==> src/rtl/icache_pkg.sv <==
// Shared types for the direct-mapped instruction cache: address fields, frame
// layout and controller state.
package icache_pkg;

    localparam int SETS  = 16;
    localparam int IDX_W = $clog2(SETS);
    localparam int TAG_W = 32 - IDX_W - 2;

    typedef logic [31:0] word_t;

    typedef struct packed {
        logic [TAG_W-1:0] tag;
        logic [IDX_W-1:0] idx;
        logic [1:0]       bytoff;
    } icachef_t;

    typedef struct packed {
        logic             valid;
        logic [TAG_W-1:0] tag;
        word_t            data;
    } icache_frame_t;

    typedef enum logic {
        IDLE  = 1'b0,
        FETCH = 1'b1
    } icache_state_t;

endpackage

==> src/rtl/icache.sv <==
// Direct-mapped read-only instruction cache: same-cycle hits, one-word fills
// from the memory controller on a miss, plus hit/fill performance counters.
module icache
    import icache_pkg::*;
(
    input  logic        CLK,
    input  logic        nRST,
    input  logic        imemREN,
    input  logic [31:0] imemaddr,
    output logic        ihit,
    output logic [31:0] imemload,
    output logic        iREN,
    output logic [31:0] iaddr,
    input  logic        iwait,
    input  logic [31:0] iload,
    output logic [31:0] hit_cnt,
    output logic [31:0] miss_cnt
);

    icache_frame_t               r_frames [SETS];
    icache_state_t               r_state;
    logic [TAG_W+IDX_W-1:0]      r_miss_addr;
    logic                        r_iren;
    logic [31:0]                 r_iaddr;
    logic [31:0]                 r_hit_cnt;
    logic [31:0]                 r_miss_cnt;

    icachef_t                    w_req;
    icache_frame_t               w_frame;
    logic                        w_hit;
    word_t                       w_load;
    logic                        w_fill;
    icache_state_t               w_next_state;
    logic [IDX_W-1:0]            w_fill_idx;
    logic [TAG_W-1:0]            w_fill_tag;

    assign w_req      = imemaddr;
    assign w_frame    = r_frames[w_req.idx];
    assign w_fill_idx = r_miss_addr[IDX_W-1:0];
    assign w_fill_tag = r_miss_addr[TAG_W+IDX_W-1:IDX_W];

    // Hit detection, fill acceptance and next-state selection.
    always_comb begin
        w_hit        = 1'b0;
        w_load       = 32'h0000_0000;
        w_fill       = 1'b0;
        w_next_state = r_state;
        case (r_state)
            IDLE: begin
                if (imemREN && w_frame.valid && (w_frame.tag == w_req.tag)) begin
                    w_hit  = 1'b1;
                    w_load = w_frame.data;
                end else if (imemREN) begin
                    w_next_state = FETCH;
                end else begin
                    w_next_state = IDLE;
                end
            end
            FETCH: begin
                // Fill completes regardless of what the fetch port does now.
                if (!iwait) begin
                    w_fill       = 1'b1;
                    w_next_state = IDLE;
                end else begin
                    w_next_state = FETCH;
                end
            end
            default: begin
                w_next_state = IDLE;
            end
        endcase
    end

    // Controller state, miss address and registered fill request outputs.
    always_ff @(posedge CLK or negedge nRST) begin
        if (!nRST) begin
            r_state     <= IDLE;
            r_miss_addr <= '0;
            r_iren      <= 1'b0;
            r_iaddr     <= 32'h0000_0000;
        end else begin
            r_state <= w_next_state;
            if ((r_state == IDLE) && (w_next_state == FETCH)) begin
                r_miss_addr <= {w_req.tag, w_req.idx};
                r_iren      <= 1'b1;
                r_iaddr     <= {w_req.tag, w_req.idx, 2'b00};
            end else if (w_next_state == IDLE) begin
                r_iren      <= 1'b0;
                r_iaddr     <= 32'h0000_0000;
            end else begin
                r_iren      <= r_iren;
                r_iaddr     <= r_iaddr;
            end
        end
    end

    // Frame array: a fill evicts whatever occupies the indexed frame.
    always_ff @(posedge CLK or negedge nRST) begin
        if (!nRST) begin
            for (int i = 0; i < SETS; i++) begin
                r_frames[i] <= '0;
            end
        end else begin
            if (w_fill) begin
                r_frames[w_fill_idx] <= '{valid: 1'b1, tag: w_fill_tag, data: iload};
            end
        end
    end

    // Performance counters, wrapping modulo 2^32.
    always_ff @(posedge CLK or negedge nRST) begin
        if (!nRST) begin
            r_hit_cnt  <= 32'h0000_0000;
            r_miss_cnt <= 32'h0000_0000;
        end else begin
            if (w_hit) begin
                r_hit_cnt <= r_hit_cnt + 32'd1;
            end
            if (w_fill) begin
                r_miss_cnt <= r_miss_cnt + 32'd1;
            end
        end
    end

    assign ihit     = w_hit;
    assign imemload = w_load;
    assign iREN     = r_iren;
    assign iaddr    = r_iaddr;
    assign hit_cnt  = r_hit_cnt;
    assign miss_cnt = r_miss_cnt;

endmodule

==> config.mk <==
export PLATFORM = sky130hd
export DESIGN_NAME = icache
export DESIGN_NICKNAME = d
export VERILOG_FILES = /design/src/rtl/icache_pkg.sv /design/src/rtl/icache.sv
export SDC_FILE = /design/constraint.sdc
export NUM_CORES = 1
export LEC_CHECK = 0
export CAP_MARGIN = 20
export CORE_ASPECT_RATIO = 2
export CORE_MARGIN = 8
export CORE_UTILIZATION = 36
export CTS_BUF_LIST = sky130_fd_sc_hd__clkbuf_4 sky130_fd_sc_hd__clkbuf_8
export DETAILED_ROUTE_END_ITERATION = 6
export PLACE_DENSITY = 0.55
export SETUP_SLACK_MARGIN = 0.2
export SYNTH_ARGS = -nofsm -noshare
export SYNTH_HDL_FRONTEND = slang
export SYNTH_SLANG_ARGS = --single-unit
==> constraint.sdc <==
create_clock -name CLK -period 10.5 [get_ports CLK]
set_clock_uncertainty 0.2 [all_clocks]
set_input_delay 2.1 -clock CLK [delete_from_list [all_inputs] [get_ports CLK]]
set_output_delay 2.1 -clock CLK [all_outputs]
set_load 0.05 [all_outputs]
======== Yosys cells after proc, flatten, opt, wreduce, memory -nomap -nowiden ========
Index checks and enable logic that the tools add are counted.
operators by class
  equal/unequal tests ..................... 2
  magnitude comparators ................... 3
  add/subtract/negate cells ............... 2
  reductions and logical operators ........ 4
  muxes and demuxes ....................... 20
  bitwise operators ....................... 3
operator list
  cell                                                        count
  bitwise mux 944 bit                                         1
  binary-select mux 59 bit (select 4 bit)                     1
  demux 59 bit (select 4 bit)                                 1
  two-way mux 59 bit                                          3
  two-way mux 32 bit                                          4
  adder 32 x 1 -> 32 bit, second input constant               2
  equality test 26 bit                                        1
  greater-or-equal comparator 5 bit, second input constant    2
  inverter 4 -> 5 bit                                         2
  two-way mux 1 bit                                           9
  less-than comparator 5 x 1 -> 1 bit, second input constant  1
  logical AND 1 bit                                           4
  inequality test 2 x 1 -> 1 bit, second input constant       1
  case mux 1 bit (2 select lines)                             1
  inverter 1 bit                                              1
word-level totals
  register bits after elaboration ......... 1072
  input bits .............................. 68
  word-level logic and storage cells ...... 88
  output and inout port bits .............. 130

======== Depth between registers and ports, before layout ========
Gate-level depths: netlist of the first run.
  depth after elaboration ................. 10
  depth in mapped cells ................... 14
  gate-level depth less buffers ........... 9

======== Least setup slack after synthesis of the first run ========
No wires, ideal clock.
  path kind ............................... input to output
  start ................................... input port imemaddr[5]
  end ..................................... output port imemload[23]
  buffers on the path ..................... 4
  stages .................................. 11
  arrival ................................. 5.037 ns
  slack ................................... 3.163 ns
  data required time ...................... 8.200 ns
  path through ............................ buf_2 buf_2 clkbuf_1 mux4_2 a221oi_1 xor2_1 nand4_1 nor3_2 nand4_2 clkbuf_1 nor2b_1
on the way
  word-level cells in the longest chain between the ends .. 8
  elaborated cells on any way between the ends .. 9
  classes of those cells .................. eq/ne (1); mux (5); bitwise (1); reduce/logical (2)
ends and longest elaborated chain
  what                                                       line          RTL
  start, declared                                            icache.sv:9   input logic [31:0] imemaddr,
  inverter 4 -> 5 bit (not written as such) (*)              icache.sv:38  assign w_frame = r_frames[w_req.idx];
  binary-select mux 59 bit (select 4 bit) (*)                icache.sv:38
  two-way mux 59 bit (not written as such) (*) (2 in a row)  icache.sv:38
  equality test 26 bit or logical AND 1 bit (tied branches)  icache.sv:50  if (imemREN && w_frame.valid && (w_frame.tag == w_req.tag)) begin
  logical AND 1 bit                                          icache.sv:50
  two-way mux 32 bit (*)                                     icache.sv:50
  two-way mux 32 bit (*)                                     icache.sv:48  case (r_state)
  end, declared                                              icache.sv:11  output logic [31:0] imemload,
Mark *: on every way between the ends. The rest lies on a longest branch, timed or not. The select of a mux whose other input is x is not followed.

======== Worst setup path in the final report of the first run ========
  start ................................... input port imemaddr[3]
  end ..................................... output port imemload[30]
The elaborated chain is that of the path after synthesis.

==> results.json, run 1 <==
{
  "netlist_instances": 3060,
  "relSlewSlack_pct": 24.5,
  "hold_viol_final": 0,
  "ctsRootBufferMaster": "clkbuf_8",
  "multi_input_area_sq_um": 20300,
  "crit_chain": "buf_6 > buf_4 > mux4_2 > a22oi_1 > nand3_1 > xnor2_1 > nand4_1 > a2111oi_2 > nand4_4 > buf_4 > nor2b_1 > clkdlybuf4s50_1",
  "outcome": "finished clean",
  "rsz0062_at_grt": "no",
  "track_usage_pct": 17.0,
  "drive_gt1_share_pct": 47.5,
  "dpl_worst_slack_ps": 1530,
  "fill_cells": 12106,
  "vias_per_cell": 5.36,
  "ioPinCount": 198,
  "synthAdderAreaFrac_pct": 0.0520,
  "routed_wl_um": 124000,
  "regArea_sq_um": 26800,
  "crit_top_cell": "buf_4",
  "ys_ff_latch": 1070,
  "instances_no_fill": 5070,
  "path_buf_inv": 4,
  "gr-total-overflow": 0,
  "path_class": "input pin to output port",
  "synthTopCellsByArea": "dfrtp_1 (56%), mux2_2 (22%), mux4_2 (11%)",
  "synth_top_area_share_pct": 55.6,
  "drt_pass1_iterations": 5,
  "start_util_pct": 36.1,
  "antenna_found_initial": 16,
  "die_h_um": 533,
  "synth_area_leader_cell": "dfrtp_1",
  "powerDensity_nw_per_um2": 241,
  "cts-htree-levels": 4,
  "ys.flop_type": "dfrtp_1",
  "syn_area_sq_um": 48100,
  "cts.clk_slew.worst_paths_ps": 60,
  "synth-async-reset-ratio_pct": 100,
  "cp.required_ps": 8200,
  "synth_top_family_by_area": "multiplexers",
  "total_power_w": 0.0133,
  "cp-end-kind": "output port",
  "worstPathMaxFanout": 54,
  "maxSlewViolCount": 0,
  "synth_simple_gate_area_share_pct": 3.03,
  "syn_area_per_cell_sq_um": 15.7,
  "slowest_delay_ps": 840,
  "num-nets-final": 3288,
  "wl_met1_um": 55300,
  "ant_nets": 0,
  "worst_ep_arrival_time_ps": 6560,
  "routedWlPerCell_um": 24.4,
  "cpLargestDelayFamily": "buffers and inverters",
  "vdd_drop_max_uv": 134,
  "grt_pass1_vias": 29590,
  "cts_buffer_depth": 3,
  "cts_tree": "done",
  "max_cap_viol_count": 0,
  "dp.final_hpwl_um": 68900,
  "utilization_pct": 41.4,
  "worst_pin_slew_ps": 1130,
  "grt_max_degree": 177,
  "hold_path_class": "flip-flop to flip-flop",
  "post_cts_resized": 0,
  "final_common_cell": "dfrtp_1",
  "die_w_um": 275,
  "route.met2.wl_um": 59700,
  "post_cts.repair.setup_buffers": 0,
  "clkSinkCount": 1070,
  "worstSkewPairLatency_ps": 840,
  "port_buffers": 193,
  "dr.max_layer_used": "met5",
  "cp-start-kind": "input pin",
  "synth-edff-count": 0,
  "synth_compound_area_share_pct": 1.56,
  "rows": 190,
  "leakage_nw": 24.8,
  "vias": 27164,
  "place_inst": 4780,
  "yosysUniqueCellTypes": 60,
  "cts_inserted_buffers": 163,
  "ys_seq_area_share_pct": 55.6,
  "synth_xor_area_share_pct": 1.78,
  "area_growth_pct": 14.6,
  "setup_viol": 0,
  "final_cell_mix": "dfrtp_1 (1,070), mux2_2 (942), mux4_2 (241)",
  "place.gp.congestion": 0.707,
  "synth.mux.area_fraction_pct": 35.5,
  "timing.final.crit_period_ps": 8860,
  "grt_pass1_wl_um": 190000,
  "cts_hold_buf": 0,
  "cpMaxStageDelayCell": "clkdlybuf4s50_1",
  "fin_crit_sh_pct": 84.4,
  "drc": 0,
  "fmax_mhz": 113,
  "fin_setup_tns_ps": 0,
  "ys.warnings.count": 0,
  "drt_iter0_drc": 1436,
  "die-area_sq_um": 146000,
  "setup_ws_ps": 1640,
  "met3_length_um": 5800,
  "core_area_sq_um": 133000
}
-- stage by stage --
step | instance area (sq um) | hold WS, ps
CTS | 55100 | 263
global route | 55200 | 272
finish | 55200 | 262
global placement | 51700 | 243
floorplan | 48100 | 229
detailed placement | 51700 | 249
-- routing by layer --
metal | up-vias | global-route usage, %
met2 | 589 | 27.6
met5 | - | 0
li1 | 11627 | -
met3 | 222 | 3.49
met4 | 10 | 4.93
met1 | 14716 | 23.0
-- cells in the mapped netlist, types with 3 or more instances --
| master | instances |
|---|---|
| buf_6 | 11 |
| buf_1 | 81 |
| inv_1 | 8 |
| nand2_1 | 55 |
| xor2_1 | 55 |
| xnor2_1 | 43 |
| nand4_1 | 15 |
| a22o_1 | 38 |
| nand2b_1 | 15 |
| o21ai_1 | 3 |
| or2_2 | 6 |
| and2_1 | 4 |
| and3_1 | 17 |
| mux2_2 | 942 |
| mux2_1 | 6 |
| mux4_2 | 241 |
| mux2i_1 | 61 |
| or3_1 | 3 |
| nor2b_1 | 43 |
| o221ai_1 | 4 |
| nor3b_1 | 3 |
| nor4_1 | 5 |
| nor3_1 | 21 |
| a22oi_1 | 18 |
| clkbuf_1 | 123 |
| dfrtp_1 | 1070 |
| nand3_1 | 32 |
| mux2_4 | 25 |
| and4_1 | 4 |
| buf_2 | 23 |
| a221oi_1 | 7 |
| nor4_2 | 5 |
| buf_4 | 17 |
| nor2_1 | 23 |
-- power by group --
part           internal, W  total (W)  leakage, nW  switching (W)
sequential         0.00571    0.00655         13.8       0.000843
clock              0.00198    0.00361         1.82        0.00163
combinational      0.00203    0.00313         9.12        0.00109
-- kinds of logic (layout without fill, tap and decap cells) --
group                    count (synthesis)  after routing
other                                    1              8
XOR/XNOR                                98             98
flip-flops                            1070           1070
multiplexers                          1275           1275
adder cells (fa/ha/maj)                  2              2
AO/OA/AOI/OAI                           90             90
AND/OR/NAND/NOR                        261            261
buffers and inverters                  263            538
-- worst register-to-register path: cells and delay by family, from the launching register on --
kind	cells	cell delay (ps)
flops	1	430
buf+inv	3	1440
simple gates	3	1520
mux	1	440
-- path summary, 6_finish.rpt --
kind	startpoint	to	slack (ps)	cells past startpoint
max	imemaddr[3]	imemload[30]	1640	12
min	r_frames[884]	r_frames[884]	260	1
max reg2reg	r_state	r_frames[44]	6350	7
min reg2reg	r_frames[884]	r_frames[884]	260	1
max in group asynchronous	nRST	r_frames[521]	6930	3
min in group asynchronous	nRST	iaddr[18]	950	1
-- flip-flops by register name (all words and copies together) (netlist names) --
register	cells
iaddr	30
miss_cnt	32
iREN	1
r_state	1
r_miss_addr	30
r_frames	944
hit_cnt	32
-- final cells by class --
class	instances	share of cell area (%)
sequential	1070	48.5
multi-input combinational	1728	36.8
clock buffer	262	5.96
timing repair buffer	247	4.42
tap	1728	3.92
clock inverter	21	0.263
inverter	8	0.0590
antenna	6	0.0272
Note: power is estimated with default switching activity, not from simulation.
==> run 2: changes to the inputs <==
==> constraint.sdc (replaced) <==
create_clock -name CLK -period 9.02 [get_ports CLK]
set_clock_uncertainty 0.2 [all_clocks]
set_input_delay 1.804 -clock CLK [delete_from_list [all_inputs] [get_ports CLK]]
set_output_delay 1.804 -clock CLK [all_outputs]
set_load 0.05 [all_outputs]
==> results.json, run 2 (synthesis gave the netlist of run 1 again) <==
{
  "utilization_pct": 41.5,
  "timing.final.crit_period_ps": 8310,
  "drt_iter0_drc": 1453,
  "worstHoldStart": "r_frames[589]",
  "final_common_cell": "dfrtp_1",
  "cts_hold_buf": 0,
  "rows": 190,
  "clkSinkCount": 1070,
  "drt_pass1_iterations": 4,
  "vias_per_cell": 5.36,
  "max_cap_viol_count": 0,
  "cp.required_ps": 7020,
  "min_path_cells": 1,
  "area_growth_pct": 15.1,
  "setup_viol": 0,
  "powerDensity_nw_per_um2": 282,
  "fmax_mhz": 120,
  "worstSkewPairLatency_ps": 870,
  "ctsRootBufferMaster": "clkbuf_8",
  "largest_reg_flops": 944,
  "cts.clk_slew.worst_paths_ps": 60,
  "track_usage_pct": 17.2,
  "r2r_end": "hit_cnt[31]",
  "die_w_um": 275,
  "num-nets-final": 3302,
  "ioPinCount": 198,
  "grt_pass1_wl_um": 192000,
  "cts-htree-levels": 4,
  "post_cts_resized": 0,
  "dp.final_hpwl_um": 69900,
  "start_util_pct": 36.1,
  "hold_path_class": "flip-flop to flip-flop",
  "post_cts.repair.setup_buffers": 0,
  "place_inst": 4792,
  "cp-end-kind": "output port",
  "final_cell_mix": "dfrtp_1 (1,070), mux2_2 (942), mux4_2 (241)",
  "routed_wl_um": 125000,
  "ant_nets": 0,
  "outcome": "finished clean",
  "cts_tree": "done",
  "fill_cells": 12099,
  "gr-total-overflow": 0,
  "relSlewSlack_pct": 25.9,
  "r2r_start": "r_frames[45]",
  "hold_end": "r_frames[589]",
  "worst_ep_arrival_time_ps": 6310,
  "fin_crit_sh_pct": 92.1,
  "antenna_found_initial": 9,
  "rsz0062_at_grt": "no",
  "fin_setup_tns_ps": 0,
  "grt_max_degree": 171,
  "grt_pass1_vias": 29782,
  "core_area_sq_um": 133000,
  "cts_buffer_depth": 3,
  "regMostFlops": "r_frames",
  "worstPathMaxFanout": 71,
  "routedWlPerCell_um": 24.5,
  "die_h_um": 533,
  "die-area_sq_um": 146000,
  "place.gp.congestion": 0.718,
  "port_buffers": 193,
  "hold_viol_final": 0,
  "leakage_nw": 24.9,
  "vdd_drop_max_uv": 145,
  "rr_worst_depth": 11,
  "worst_pin_slew_ps": 1110,
  "path_class": "input pin to output port",
  "drive_gt1_share_pct": 48.3,
  "vias": 27276,
  "cp-start-kind": "input pin",
  "drc": 0,
  "cts_inserted_buffers": 166,
  "maxSlewViolCount": 0,
  "instances_no_fill": 5093,
  "reg2reg_setup_slack_ps": 4790
}
## run 2: where the power goes
part           leakage (nW)  switching [W]  internal (W)
Combinational          9.22        0.00128       0.00237
Sequential             13.8       0.000983       0.00665
Clock                  1.89        0.00196       0.00238
Total                  24.9        0.00423        0.0114
## run 2: cell type report
class | count | area, sq um | share of cell area, %
Clock inverter | 37 | 323 | 0.583
Clock buffer | 257 | 3240 | 5.84
Timing Repair Buffer | 258 | 2530 | 4.57
Inverter | 8 | 32.5 | 0.0587
Tap cell | 1728 | 2160 | 3.90
Multi-Input combinational cell | 1728 | 20300 | 36.7
Sequential cell | 1070 | 26800 | 48.3
Antenna cell | 7 | 17.5 | 0.0316
## run 2: per-stage QoR
stage	hold slack [ps]	area [sq um]	power [W]	setup slack [ps]
2_1_floorplan	229	48100	0.0103	2270
3_3_place_gp	245	51800	0.0112	656
3_5_place_dp	248	51800	0.0114	695
4_1_cts	267	55400	0.0158	667
5_1_grt	274	55400	0.0165	504
6_report	266	55400	0.0156	708
## run 2: worst max-delay path, cell delays in order
cell	delay [ps]
buf_8	530
buf_4	590
mux2i_1	160
a22o_1	270
o21ai_0	140
nor3b_1	210
o221ai_1	240
nor4b_4	450
nand4_4	460
buf_12	340
nor2b_1	150
clkdlybuf4s50_1	820
## run 2: per-layer routing
layer | share of wire, % | vias to the layer above | wire, um | track usage [%]
li1 | - | 11658 | - | -
met1 | 45 | 14800 | 55500 | 23.0
met2 | 48 | 601 | 60300 | 28.1
met3 | 4.6 | 211 | 5740 | 3.44
met4 | 2.4 | 6 | 2980 | 5.17
met5 | 0.029 | - | 36 | 0
## run 2: how the worst max path moves through the flow
stage,start,endpoint,cells past startpoint
finish,imemaddr[4],imemload[14],12
global route,imemaddr[4],imemload[11],12
CTS,imemaddr[4],imemload[11],12
detailed placement,imemaddr[4],imemload[11],12
global placement,imemaddr[4],imemload[11],12
floorplan,imemaddr[5],imemload[23],11
==> run 3: changes to the inputs <==
--- a/config.mk
+++ b/config.mk
@@ -9,10 +9,10 @@
 export CORE_ASPECT_RATIO = 2
 export CORE_MARGIN = 8
 export CORE_UTILIZATION = 36
-export CTS_BUF_LIST = sky130_fd_sc_hd__clkbuf_4 sky130_fd_sc_hd__clkbuf_8
 export DETAILED_ROUTE_END_ITERATION = 6
 export PLACE_DENSITY = 0.55
 export SETUP_SLACK_MARGIN = 0.2
+export SLEW_MARGIN = 25
 export SYNTH_ARGS = -nofsm -noshare
 export SYNTH_HDL_FRONTEND = slang
 export SYNTH_SLANG_ARGS = --single-unit
==> results.json, run 3 (synthesis gave the netlist of run 1 again) <==
{
  "finalHoldWorstSlack_ps": 266,
  "fill_cells": 11960,
  "maxSlewViolCount": 0,
  "crit_chain": "buf_8 > buf_4 > mux2i_1 > a22o_1 > o21ai_0 > nor3b_1 > o221ai_1 > nor4b_4 > nand4_4 > buf_12 > nor2b_1 > clkdlybuf4s50_1",
  "ant_nets": 0,
  "worstPathMaxFanout": 71,
  "fmax_mhz": 121,
  "drc": 0,
  "grt_max_degree": 171,
  "routed_wl_um": 123000,
  "cts_hold_buf": 0,
  "wl_met1_um": 55300,
  "regMostFlops": "r_frames",
  "gr-total-overflow": 0,
  "max_cap_viol_count": 0,
  "path_class": "input pin to output port",
  "dr.max_layer_used": "met5",
  "rsz0062_at_grt": "no",
  "antenna_found_initial": 6,
  "worst_ep_arrival_time_ps": 6270,
  "ioPinCount": 198,
  "clkSinkCount": 1070,
  "num-nets-final": 3241,
  "drive_gt1_share_pct": 46.5,
  "leakage_nw": 25.0,
  "hold_path_class": "flip-flop to flip-flop",
  "hold_viol_final": 0,
  "dpl_worst_slack_ps": 686,
  "route.met2.wl_um": 59800,
  "setup_ws_ps": 745,
  "drt_iter0_drc": 1571,
  "outcome": "finished clean",
  "track_usage_pct": 17.0,
  "dp.final_hpwl_um": 69900,
  "largest_reg_flops": 944,
  "vias": 26767,
  "cts.clk_slew.worst_paths_ps": 60,
  "port_buffers": 193,
  "timing.final.crit_period_ps": 8270,
  "slowest_delay_ps": 820,
  "cp-start-kind": "input pin",
  "post_cts_resized": 0,
  "powerDensity_nw_per_um2": 290,
  "die_h_um": 533,
  "relSlewSlack_pct": 27.7,
  "ctsRootBufferMaster": "clkbuf_16",
  "cts_buffer_depth": 3,
  "place.gp.congestion": 0.718,
  "drt_pass1_iterations": 5,
  "total_power_w": 0.0161,
  "cp-end-kind": "output port",
  "worstSkewPairLatency_ps": 700,
  "final_cell_mix": "dfrtp_1 (1,070), mux2_2 (942), mux4_2 (241)",
  "path_buf_inv": 4,
  "core_area_sq_um": 133000,
  "start_util_pct": 36.1,
  "cpMaxStageDelayCell": "clkdlybuf4s50_1",
  "post_cts.repair.setup_buffers": 0,
  "routedWlPerCell_um": 24.6,
  "final_common_cell": "dfrtp_1",
  "met3_length_um": 4890,
  "cts-htree-levels": 3,
  "vias_per_cell": 5.36,
  "cp.required_ps": 7020,
  "die_w_um": 275,
  "rows": 190,
  "grt_pass1_vias": 29182,
  "setup_viol": 0,
  "cpLargestDelayFamily": "buffers and inverters",
  "vdd_drop_max_uv": 147,
  "cts_tree": "done",
  "worst_pin_slew_ps": 1080,
  "grt_pass1_wl_um": 190000,
  "fin_crit_sh_pct": 91.7,
  "die-area_sq_um": 146000,
  "cts_inserted_buffers": 104,
  "fin_setup_tns_ps": 0,
  "area_growth_pct": 15.8
}
[run 3: final timing paths]
check	depth (start not counted)	start	endpoint	slack [ps]
setup / recovery	12	imemaddr[4]	imemload[14]	750
hold / removal	1	r_frames[471]	r_frames[471]	270
setup reg to reg	11	r_frames[753]	hit_cnt[31]	4820
hold reg to reg	1	r_frames[471]	r_frames[471]	270
max in group asynchronous	3	nRST	r_frames[172]	5740
min in group asynchronous	1	nRST	r_miss_addr[11]	970
[run 3: worst register-to-register path: cells and delay by family (launching register included)]
kind,cells,cell delay (ps)
XOR/XNOR,2,390
AO/OA/AOI/OAI,3,960
AND/OR/NAND/NOR,3,1130
buffers and inverters,2,610
multiplexers,1,460
flip-flops,1,390
[run 3: final cells by class]
type	instances	area (sq um)	share of cell area (%)
Sequential cell	1070	26800	48.0
Multi-Input combinational cell	1728	20300	36.4
Clock buffer	135	2980	5.35
Timing Repair Buffer	259	2560	4.59
Tap cell	1728	2160	3.88
Clock inverter	60	891	1.60
Inverter	8	32.5	0.0584
Antenna cell	6	15.0	0.0269
[run 3: per-layer routing]
layer / up-vias / global-route usage [%]
met2: 514 / 27.9
met5: - / 0
li1: 11538 / -
met4: 6 / 4.89
met3: 159 / 2.44
met1: 14550 / 23.3
[run 3: where the power goes]
part           leakage [nW]  switching, W  total, W  internal [W]
Clock                  1.91       0.00195   0.00487       0.00292
Sequential             13.8      0.000982   0.00763       0.00664
Combinational          9.23       0.00128   0.00365       0.00237
Total                  25.0       0.00421    0.0161        0.0119
[run 3: stage by stage]
| step | instances | area [sq um] | util [%] |
|---|---|---|---|
| 2_1_floorplan | 3061 | 48100 | - |
| 3_3_place_gp | 4791 | 51800 | 38.8 |
| 3_5_place_dp | 4792 | 51800 | 38.8 |
| 4_1_cts | 4987 | 55700 | 41.8 |
| 5_1_grt | 4988 | 55700 | 41.8 |
| 6_report | 4994 | 55700 | 41.8 |
